--- config.mk ---
export PLATFORM = sky130hd
export DESIGN_NAME = stopwatch_lap_ctrl
export DESIGN_NICKNAME = d
export VERILOG_FILES = /design/src/rtl/stopwatch_pkg.sv /design/src/rtl/stopwatch_lap_ctrl_lap_buffer.sv /design/src/rtl/stopwatch_lap_ctrl.sv
export SDC_FILE = /design/constraint.sdc
export NUM_CORES = 1
export LEC_CHECK = 0
export ABC_AREA = 1
export CAP_MARGIN = 30
export CORE_UTILIZATION = 45
export DETAILED_ROUTE_END_ITERATION = 16
export SYNTH_ARGS = -nofsm -noshare
export SYNTH_HDL_FRONTEND = slang
export SYNTH_SLANG_ARGS = --single-unit
--- constraint.sdc ---
create_clock -name clk -period 4 [get_ports clk]
set_input_delay 0.4 -clock clk [delete_from_list [all_inputs] [get_ports clk]]
set_output_delay 0.4 -clock clk [all_outputs]
set_load 0.1 [all_outputs]
--- src/rtl/stopwatch_pkg.sv ---
// stopwatch_pkg: display-mode and control-FSM encodings shared across the stopwatch
package stopwatch_pkg;
  typedef enum logic [1:0] {
    MODE_LIVE   = 2'b00,
    MODE_SPLIT  = 2'b01,
    MODE_RECALL = 2'b10
  } mode_e;
  typedef enum logic [1:0] {
    ST_IDLE    = 2'b00,
    ST_RUNNING = 2'b01,
    ST_PAUSED  = 2'b10
  } sw_state_e;
endpackage

--- src/rtl/stopwatch_lap_ctrl_lap_buffer.sv ---
// lap_buffer: fill-once lap register file with count, full flag and async indexed read
module lap_buffer
  import stopwatch_pkg::*;
#(
  parameter int TIME_W = 16,
  parameter int DEPTH  = 4,
  localparam int AW    = $clog2(DEPTH),
  localparam int CW    = AW + 1
) (
  input  logic              clk,
  input  logic              rst_n,
  input  logic              clr_i,
  input  logic              wr_i,
  input  logic [TIME_W-1:0] wdata_i,
  input  logic [AW-1:0]     rd_idx_i,
  output logic [TIME_W-1:0] rdata_o,
  output logic [CW-1:0]     count_o,
  output logic              full_o
);
  logic [TIME_W-1:0] mem_q [DEPTH];
  logic [AW-1:0]     wr_ptr_q, wr_ptr_d;
  logic [CW-1:0]     count_q, count_d;
  logic              we;
  assign full_o  = count_q == CW'(DEPTH);
  assign we      = wr_i && !clr_i && !full_o;
  assign rdata_o = mem_q[rd_idx_i];
  assign count_o = count_q;
  always_comb begin
    wr_ptr_d = clr_i ? '0 : we ? wr_ptr_q + AW'(1) : wr_ptr_q;
    count_d  = clr_i ? '0 : we ? count_q + CW'(1) : count_q;
  end
  always_ff @(posedge clk) begin
    if (!rst_n) begin
      wr_ptr_q <= '0;
      count_q  <= '0;
    end else begin
      wr_ptr_q <= wr_ptr_d;
      count_q  <= count_d;
    end
  end
  // storage is never reset; count gates every read path
  always_ff @(posedge clk) begin
    if (we) mem_q[wr_ptr_q] <= wdata_i;
  end
endmodule

--- src/rtl/stopwatch_lap_ctrl.sv ---
// stopwatch_lap_ctrl: lap capture, split hold, lap recall and display-source selection
module stopwatch_lap_ctrl
  import stopwatch_pkg::*;
#(
  parameter int TIME_W      = 16,
  parameter int DEPTH       = 4,
  parameter int HOLD_CYCLES = 200000000,
  localparam int AW         = $clog2(DEPTH),
  localparam int CW         = AW + 1,
  localparam int TW         = $clog2(HOLD_CYCLES)
) (
  input  logic              clk,
  input  logic              rst_n,
  input  logic              run_i,
  input  logic              clear_i,
  input  logic              lap_i,
  input  logic              recall_i,
  input  logic [TIME_W-1:0] time_i,
  output logic [TIME_W-1:0] disp_time_o,
  output logic [1:0]        mode_o,
  output logic [CW-1:0]     lap_count_o,
  output logic [AW-1:0]     rd_idx_o,
  output logic              lap_drop_o
);
  mode_e             mode_q, mode_d;
  logic [TIME_W-1:0] disp_q, disp_d;
  logic [AW-1:0]     rd_idx_q, rd_idx_d, rd_sel;
  logic [TW-1:0]     timer_q, timer_d;
  logic              drop_q, drop_d;
  logic              lap_ok, rec_ok, full, more;
  logic [TIME_W-1:0] rdata;
  logic [CW-1:0]     count;
  assign lap_ok = lap_i && run_i && mode_q != MODE_RECALL;
  assign rec_ok = recall_i && !run_i;
  assign more   = CW'(rd_idx_q) + CW'(1) < count;
  // in RECALL the read port already looks one entry ahead for the next press
  assign rd_sel = (mode_q == MODE_RECALL) ? rd_idx_q + AW'(1) : '0;
  lap_buffer #(.TIME_W(TIME_W), .DEPTH(DEPTH)) u_buf (
    .clk      (clk),
    .rst_n    (rst_n),
    .clr_i    (clear_i),
    .wr_i     (lap_ok),
    .wdata_i  (time_i),
    .rd_idx_i (rd_sel),
    .rdata_o  (rdata),
    .count_o  (count),
    .full_o   (full)
  );
  always_comb begin
    mode_d   = mode_q;
    disp_d   = disp_q;
    rd_idx_d = rd_idx_q;
    timer_d  = timer_q;
    drop_d   = !clear_i && lap_ok && full;
    if (clear_i) begin
      mode_d   = MODE_LIVE;
      rd_idx_d = '0;
      timer_d  = '0;
    end else if (lap_ok && !full) begin
      mode_d  = MODE_SPLIT;
      disp_d  = time_i;
      timer_d = TW'(HOLD_CYCLES - 1);
    end else if (rec_ok && mode_q == MODE_RECALL) begin
      mode_d   = more ? MODE_RECALL : MODE_LIVE;
      rd_idx_d = more ? rd_idx_q + AW'(1) : '0;
      disp_d   = rdata;
    end else if (rec_ok && count != '0) begin
      mode_d   = MODE_RECALL;
      rd_idx_d = '0;
      disp_d   = rdata;
      timer_d  = '0;
    end else if (mode_q == MODE_SPLIT) begin
      mode_d  = (timer_q == '0) ? MODE_LIVE : MODE_SPLIT;
      timer_d = (timer_q == '0) ? '0 : timer_q - TW'(1);
    end else if (mode_q == MODE_RECALL && run_i) begin
      mode_d   = MODE_LIVE;
      rd_idx_d = '0;
    end
    if (mode_d == MODE_LIVE) disp_d = time_i;
  end
  always_ff @(posedge clk) begin
    if (!rst_n) begin
      mode_q   <= MODE_LIVE;
      disp_q   <= '0;
      rd_idx_q <= '0;
      timer_q  <= '0;
      drop_q   <= 1'b0;
    end else begin
      mode_q   <= mode_d;
      disp_q   <= disp_d;
      rd_idx_q <= rd_idx_d;
      timer_q  <= timer_d;
      drop_q   <= drop_d;
    end
  end
  assign disp_time_o = disp_q;
  assign mode_o      = mode_q;
  assign lap_count_o = count;
  assign rd_idx_o    = rd_idx_q;
  assign lap_drop_o  = drop_q;
endmodule

# Yosys cells after proc, flatten, opt, wreduce, memory -nomap -nowiden
# Memory sizes are Yosys's and may differ from the RTL's.
# Cells that the tools add are included.
[classes]
n_addsub = 5
mul = 0
div = 0
magnitude_cmp = 1
n_eq_ne = 7
shift = 0
mux = 26
n_bitwise = 3
n_reduce_logical = 26
[op_table]
columns = ["operator", "n"]
rows = [
  ["28-bit two-way mux", 5],
  ["16-bit two-way mux", 5],
  ["28-bit zero test", 1],
  ["28-bit by 1-bit subtractor with 28-bit output (second input constant)", 1],
  ["2-bit two-way mux", 13],
  ["1-bit logical AND", 10],
  ["3-bit nonzero test", 3],
  ["2-bit AND reduction", 3],
  ["2-bit by 1-bit adder with 2-bit output (second input constant)", 2],
  ["2-bit inequality test (second input constant)", 2],
  ["4-bit nonzero test", 1],
  ["2-bit by 1-bit adder with 3-bit output (second input constant)", 1],
  ["3-bit by 1-bit adder with 3-bit output (second input constant)", 1],
  ["3-bit == test (second input constant)", 1],
  ["1-bit zero test", 3],
  ["3-bit < comparator", 1],
  ["1-bit two-way mux", 3],
  ["3-bit inequality test (second input constant)", 1],
  ["1-bit NOT", 3],
  ["3-bit AND reduction", 1],
  ["3-bit OR reduction", 1],
  ["2-bit by 1-bit == test with 1-bit output (second input constant)", 1],
  ["2-bit == test (second input constant)", 1],
  ["2-bit zero test", 1],
  ["other kinds (3)", 3],
]
[totals]
register_bits = 54
latch_bits = 0
ram_bits = 64
rom_bits = 0
out_inout_bits = 24
elab_cells = 77
memories = 1
[mem_list]
columns = ["name", "depth", "width", "rd", "rd_ports_with_merged_regs", "write_ports", "line_no", "source"]
rows = [
  ["u_buf.mem_q", 4, 16, 1, 0, 1, "stopwatch_lap_ctrl_lap_buffer.sv:20", "logic [TIME_W-1:0] mem_q [DEPTH];"],
]

# Depth between registers and ports, before layout
# Gate-level depths: netlist of run 1.
[depth]
depth_word = 11
depth_mapped = 15
ltp_nobuf = 14

# By module
# A second synthesis of run 1 with hierarchy kept.
[unflattened]
hier_cells = 744
hier_area_um2 = 6097.1
[modules_own_cells]
columns = ["mod", "instances", "cells_per_inst", "area_each_um2"]
rows = [
  ["stopwatch_lap_ctrl", 1, 502, 3143.0],
  ["lap_buffer", 1, 242, 2954.1],
]

# Worst setup path after synthesis of run 1
# Ideal clock, no wire load.
[synth_timing]
kind = "reg2reg"
from = "register u_buf.count_q[0], in the netlist u_buf.count_o[0]"
to = "memory u_buf.mem_q[0][0] (enable)"
arrival_ns = 2.817
required_time_ns = 3.611
slack_ns = 0.794
path_stages_with_launch = 9
path_buffers = 1
period_less_slack_ns = 3.206
path_cell_list = "dfxtp_1 inv_1 ha_1 nand2_1 nand4_4 nor2_1 inv_1 clkbuf_1 nor2_1"
[synth_between]
elab_chain_len = 5
[synth_rtl]
columns = ["element", "line_no", "source"]
rows = [
  ["start: declaration", "stopwatch_lap_ctrl_lap_buffer.sv:22", "logic [CW-1:0] count_q, count_d;"],
  ["start signal: assignment", "stopwatch_lap_ctrl_lap_buffer.sv:38", "count_q <= count_d;"],
  ["3-bit == test", "stopwatch_lap_ctrl_lap_buffer.sv:24", "assign full_o = count_q == CW'(DEPTH);"],
  ["1-bit zero test", "stopwatch_lap_ctrl_lap_buffer.sv:25", "assign we = wr_i && !clr_i && !full_o;"],
  ["1-bit logical AND", "stopwatch_lap_ctrl_lap_buffer.sv:25", ""],
  ["1-bit two-way mux", "stopwatch_lap_ctrl_lap_buffer.sv:43", "if (we) mem_q[wr_ptr_q] <= wdata_i;"],
  ["1-bit two-way mux (not written as such)", "stopwatch_lap_ctrl_lap_buffer.sv:43", ""],
  ["end: declaration", "stopwatch_lap_ctrl_lap_buffer.sv:20", ""],
]
# No other way between the ends.

# Worst setup path after layout of run 1
[layout_timing]
from = "register u_buf.count_q[0], in the netlist u_buf.count_o[0]"
to = "memory u_buf.mem_q[3][10] (enable)"
# Same word-level chain as after synthesis.

==> results of run 1 <==
==> power groups by stage <==
stage	Clock [mW]	Sequential, mW	Combinational, mW
after floorplan	0	1.45	0.214
after global placement	0	1.35	0.419
after detailed placement	0	1.36	0.424
after CTS	1.46	1.33	0.426
after global routing	1.51	1.33	0.465
final	1.44	1.33	0.426
==> critical path, cell delays in order, from the launching register on <==
cell	delay [ps]
dfxtp_1	370
inv_1	90
ha_1	220
nand2_1	140
nand4_4	450
nor2_1	290
inv_1	220
nor2_1	140
buf_4	290
==> cell usage after synthesis, types with 15 or more instances <==
library cell and instances:
nand4_1 22, a21oi_1 48, o211ai_1 30, clkbuf_1 15, or2_2 16, nand2_1 121, nor2_1 69, nand3_1 51
edfxtp_1 64, or2_1 15, inv_1 67, dfxtp_1 54
==> cell usage in the layout, fill, tap and decap left out, types with 10 or more instances in the layout <==
cell type	Yosys	layout
nand3_1	51	51
xor2_1	10	10
ha_1	10	10
or2_1	15	15
edfxtp_1	64	64
nand2_1	121	121
dfxtp_1	54	54
buf_4	0	11
nor3_1	10	10
o211ai_1	30	30
a21oi_1	48	48
o21ai_0	14	14
clkdlybuf4s50_1	0	45
nor2_1	69	69
inv_1	67	67
nand4_1	22	22
or2_2	16	16
clkbuf_16	0	18
==> metrics by stage <==
| stage | cell area, um^2 | instances | total power, mW |
|---|---|---|---|
| 2_1_floorplan | 5770 | 668 | 1.66 |
| 3_3_place_gp | 6380 | 864 | 1.77 |
| 3_5_place_dp | 6380 | 864 | 1.78 |
| 4_1_cts | 6940 | 896 | 3.21 |
| 5_1_grt | 6940 | 896 | 3.31 |
| 6_report | 6940 | 896 | 3.19 |
==> path summary, 6_finish.rpt <==
| path | to | cells after the start | slack (ps) | startpoint |
|---|---|---|---|---|
| max | u_buf.mem_q[3][10] | 8 | 1460 | u_buf.count_o[0] |
| min | timer_q[13] | 2 | 510 | timer_q[13] |
| max reg2reg | u_buf.mem_q[3][10] | 8 | 1460 | u_buf.count_o[0] |
| min reg2reg | timer_q[13] | 2 | 510 | timer_q[13] |
==> area by class of cell <==
class / count / area (um^2)
Fill cell: 1050 / 5330
Sequential cell: 118 / 3000
Timing Repair Buffer: 56 / 533
Clock inverter: 8 / 73.8
Clock buffer: 24 / 483
Inverter: 80 / 300
Multi-Input combinational cell: 442 / 2330
Tap cell: 168 / 210
==> state kept, by name, indices dropped and copies added, names as in the netlist <==
| signal | cells |
|---|---|
| u_buf.count_o | 3 |
| u_buf.wr_ptr_q | 2 |
| u_buf.mem_q | 64 |
| rd_idx_o | 2 |
| timer_q | 28 |
| disp_time_o | 16 |
| lap_drop_o | 1 |
| mode_o | 2 |
==> cell families (layout without fill, tap and decap cells) <==
logic type / count (synthesis) / after routing
AOI/OAI and AO/OA: 95 / 95
DFF: 118 / 118
adders and majority gates: 10 / 10
xor gates and xnor gates: 13 / 13
buffers and inverters: 108 / 168
and+or+nand+nor: 324 / 324
==> routing by layer <==
metal / vias up / global-route usage [%]
met2: 144 / 39.8
met5: - / 0
met3: 20 / 6.17
li1: 2334 / -
met1: 2261 / 26.6
met4: 0 / 9.44
==> results.ini, run 1 <==
[synth]
synth_nets = 700
synth_compound_area_share_pct = 9.63
synth_area_um2 = 5770
synth_top_area_share_pct = 33.3
synth-simple-area-share_pct = 26.7
synth_mux_area_share_pct = 0
synth_cells = 668
synth_edf_count = 64
yosysSeqAreaShare_pct = 52.1
syn_area_per_cell_um2 = 8.63
ys_ff_latch = 118
async_flop_share_pct = 0
synthAdderAreaFrac_pct = 2.17
synth_ff_type = edfxtp_1
synthTopCellsByArea = edfxtp_1 33%, dfxtp_1 19%, nand2_1 7.9%
yosysWarnings = 0
yosysTopAreaCell = edfxtp_1
synth.distinct_cells = 34
synth_top_family_by_area = simple AND/OR/NAND/NOR gates
synth_xor_area_share_pct = 1.97

[global_route]
antenna_found_initial = 0
track_usage_pct = 22.9
grt_pass1_vias = 4532
grt_start_max_net_pins = 34
grt.overflow.total = 0
grt_pass1_wl_mm = 22.6

[critical_path]
setup.worst_path.class = register to register
startpoint_type = register
cp.required_ps = 4100
cp-end-kind = register
cp_max_fo = 29
cp.arrival_ps = 2640

[clock_tree]
clk_pin_slew_ps = 50
post-cts-setup-buffer-count = 0
cts.sinks = 118
cts_inserted_buffers = 17
insertion_delay_ps = 420
clockRootBuffer = clkbuf_16
cts_tree = built
ctsResizeCount = 0
cts_max_level = 4
clk_path_buf_depth = 2
holdBufCountCts = 0

[sta]
setup_viol = 0
period_share_pct = 63.4
hold_viol_final = 0
max_freq_mhz = 394
fin_tns_setup_ps = 0
hold_ws_ps = 509
slew_violations = 0
rsz0062_at_grt = false
fin_crit_ps = 2540
setup_ws_ps = 1460
relSlewSlack_pct = 32.9
tightest_slew_ps = 1000
fin_skew_ps = 5.37

[route]
antenna_left = 0
wl_per_cell_um = 15.8
drt_pass1_iterations = 5
vias = 4759
viasPerCell = 5.31
wl_met3_um = 673
highest_layer = met4
m1WireLength_mm = 6.27
drt_iter0_drc = 276
wirelength_mm = 14.2
route.met2.wl_mm = 6.98
drc = 0

[power_and_ir_drop]
swShare_pct = 26.8
irDropWorstVdd_mv = 0.376
p_per_area_nw_per_um2 = 461
p_clk_share_pct = 45.0
pwr-share-comb_pct = 13.3
power.share.sequential_pct = 41.7
p_leak_nw = 2.72
p_sw_mw = 0.856
intPower_mw = 2.34

[cells_and_area]
drive_gt1_share_pct = 10.6
nets = 747
final_core_util_pct = 56.6
syn_to_final_growth_pct = 20.3
antenna_cells = 0

[floorplanning]
die_w_um = 115
rows = 40
die_y_um = 115
coreArea_um2 = 12300
die_area_um2 = 13300
start_util_pct = 47.0
ios = 46

[place]
dp_hpwl_mm = 9.02
gp_congestion = 0.918
io_buffers = 45
dp_slack_ps = 1280

[run]
cap_violations = 0

[status]
status = completed

[worst_hold_path]
hp-class = register to register

No activity file was read; power rests on OpenSTA's default activity.
==> run 2, diff against run 1 <==
- clock period: 4 -> 2.6 ns (I/O delays scaled with it)
==> results.ini, run 2 (synthesis results as in run 1) <==
[status]
status = completed  ; unchanged

[global_route]
grt_pass1_vias = 4414  ; was 4532
grt_pass1_wl_mm = 23.0  ; was 22.6 mm
track_usage_pct = 23.4  ; was 22.9%
grt_start_max_net_pins = 45  ; was 34
grt.overflow.total = 0  ; unchanged
antenna_found_initial = 0  ; unchanged

[critical_path]
setup.worst_path.class = register to register  ; unchanged
cp_max_fo = 30  ; was 29
crit_start = rd_idx_o[0]  ; was u_buf.count_o[0]
startpoint_type = register  ; unchanged
r2r_cells = 12  ; was 8
cp.arrival_ps = 2680  ; was 2640 ps
r2r-start = rd_idx_o[0]  ; was u_buf.count_o[0]
cp-end-kind = register  ; unchanged
cp.required_ps = 2950  ; was 4100 ps

[sta]
period_share_pct = 89.7  ; was 63.4%
rsz0062_at_grt = false  ; unchanged
fin_crit_ps = 2330  ; was 2540 ps
fin_tns_setup_ps = 0  ; unchanged
setup_viol = 0  ; unchanged
tightest_slew_ps = 533  ; was 1000 ps
max_freq_mhz = 429  ; was 394 MHz
fin_skew_ps = 8.13  ; was 5.37 ps
hold_viol_final = 0  ; unchanged
relSlewSlack_pct = 64.4  ; was 32.9%
slew_violations = 0  ; unchanged

[power_and_ir_drop]
p_per_area_nw_per_um2 = 721  ; was 461 nW/um^2
irDropWorstVdd_mv = 0.561  ; was 0.376 mV
p_total_mw = 5.05  ; was 3.19 mW
p_leak_nw = 2.83  ; was 2.72 nW

[floorplanning]
coreArea_um2 = 12300  ; unchanged
rows = 40  ; unchanged
start_util_pct = 47.0  ; unchanged
die_y_um = 115  ; unchanged
die_w_um = 115  ; unchanged
ios = 46  ; unchanged
die_area_um2 = 13300  ; unchanged

[clock_tree]
holdBufCountCts = 0  ; unchanged
clk_pin_slew_ps = 60  ; was 50 ps
ctsResizeCount = 0  ; unchanged
cts_inserted_buffers = 17  ; unchanged
clk_path_buf_depth = 2  ; unchanged
clockRootBuffer = clkbuf_16  ; unchanged
cts_tree = built  ; unchanged
cts.sinks = 118  ; unchanged
insertion_delay_ps = 420  ; about the same
post-cts-setup-buffer-count = 0  ; unchanged
cts_max_level = 4  ; unchanged

[cells_and_area]
antenna_cells = 0  ; unchanged
top_register = u_buf.mem_q  ; unchanged
layout_common_cells = 121 x nand2_1, 67 x inv_1, 65 x nor2_1  ; was 121 x nand2_1, 69 x nor2_1, 67 x inv_1
largest_reg_flops = 64  ; unchanged
nets = 754  ; was 747
syn_to_final_growth_pct = 21.5  ; was 20.3%
final_common_cell = nand2_1  ; unchanged
drive_gt1_share_pct = 16.2  ; was 10.6%

[route]
vias = 4704  ; was 4759
drt_iter0_drc = 374  ; was 276
wirelength_mm = 14.1  ; was 14.2 mm
wl_per_cell_um = 15.6  ; was 15.8 um
viasPerCell = 5.21  ; was 5.31
drc = 0  ; unchanged
antenna_left = 0  ; unchanged
drt_pass1_iterations = 5  ; unchanged

[place]
io_buffers = 45  ; unchanged
gp_congestion = 0.887  ; was 0.918
dp_hpwl_mm = 9.05  ; was 9.02 mm

[worst_hold_path]
min_from = timer_q[13]  ; unchanged
whs_path_depth = 2  ; unchanged
hp-class = register to register  ; unchanged

[run]
cap_violations = 0  ; unchanged

-- run 2: changes by cell type in the layout (fill, tap and decap cells not counted), sizes merged --
cell,previous run,this run
buf,11,42
bufinv,1,3
clkbuf,24,22
clkdlybuf4s50,45,21
clkinv,9,12
clkinvlp,4,1
-- run 2: worst max-delay path: stages (launching register included) --
cell	delay [ps]
dfxtp_2	340
ha_1	330
ha_1	190
a21oi_1	240
nand2_1	90
nand2_1	70
nand4_2	190
nand2_4	140
buf_4	310
nand3_1	110
nand2_1	100
clkinv_1	50
nor2_1	90
-- run 2: path summary, 6_finish.rpt --
| path | slack (ps) | to |
|---|---|---|
| worst max-delay path | 270 | disp_time_o[7] |
| worst min register to register | 480 | timer_q[13] |
| worst max register to register | 270 | disp_time_o[7] |
| worst min-delay path | 480 | timer_q[13] |
-- run 2: stage by stage --
| stage | worst slack, ps | instance area, um^2 | hold slack [ps] | instances | util [%] |
|---|---|---|---|---|---|
| after CTS | 269 | 7010 | 483 | 903 | 57.1 |
| after global placement | 398 | 6410 | 477 | 871 | 52.3 |
| after detailed placement | 322 | 6410 | 476 | 871 | 52.3 |
| after global routing | 74.9 | 7010 | 498 | 903 | 57.1 |
| final | 267 | 7010 | 481 | 903 | 57.1 |
| after floorplan | -13.4 | 5780 | 359 | 668 | - |
-- run 2: power by group --
group          switching [mW]  total, mW  internal (mW)
logic                   0.456      0.651          0.195
clock network           0.806       2.35           1.54
registers              0.0374       2.05           2.01
total                    1.30       5.05           3.75
-- run 2: area by class of cell --
| cell class | count | area (um^2) |
|---|---|---|
| Fill cell | 1130 | 5260 |
| Sequential cell | 118 | 3010 |
| Multi-Input combinational cell | 442 | 2340 |
| Timing Repair Buffer | 63 | 551 |
| Clock buffer | 22 | 464 |
| Inverter | 80 | 300 |
| Tap cell | 168 | 210 |
| Clock inverter | 10 | 129 |
-- run 2: metal layers --
layer | global-route usage, % | vias to the layer above | part of all wire [%]
li1 | - | 2343 | -
met1 | 32.4 | 2190 | 48
met2 | 35.2 | 149 | 44
met3 | 6.54 | 22 | 6.1
met4 | 7.97 | 0 | 1.4
met5 | 0 | - | 0
==> run 3, diff against run 2 <==
- ABC_CLOCK_PERIOD_IN_PS: default -> 2600
==> results of run 3 <==
Final layout, timing and power as in run 2 (identical DEF).
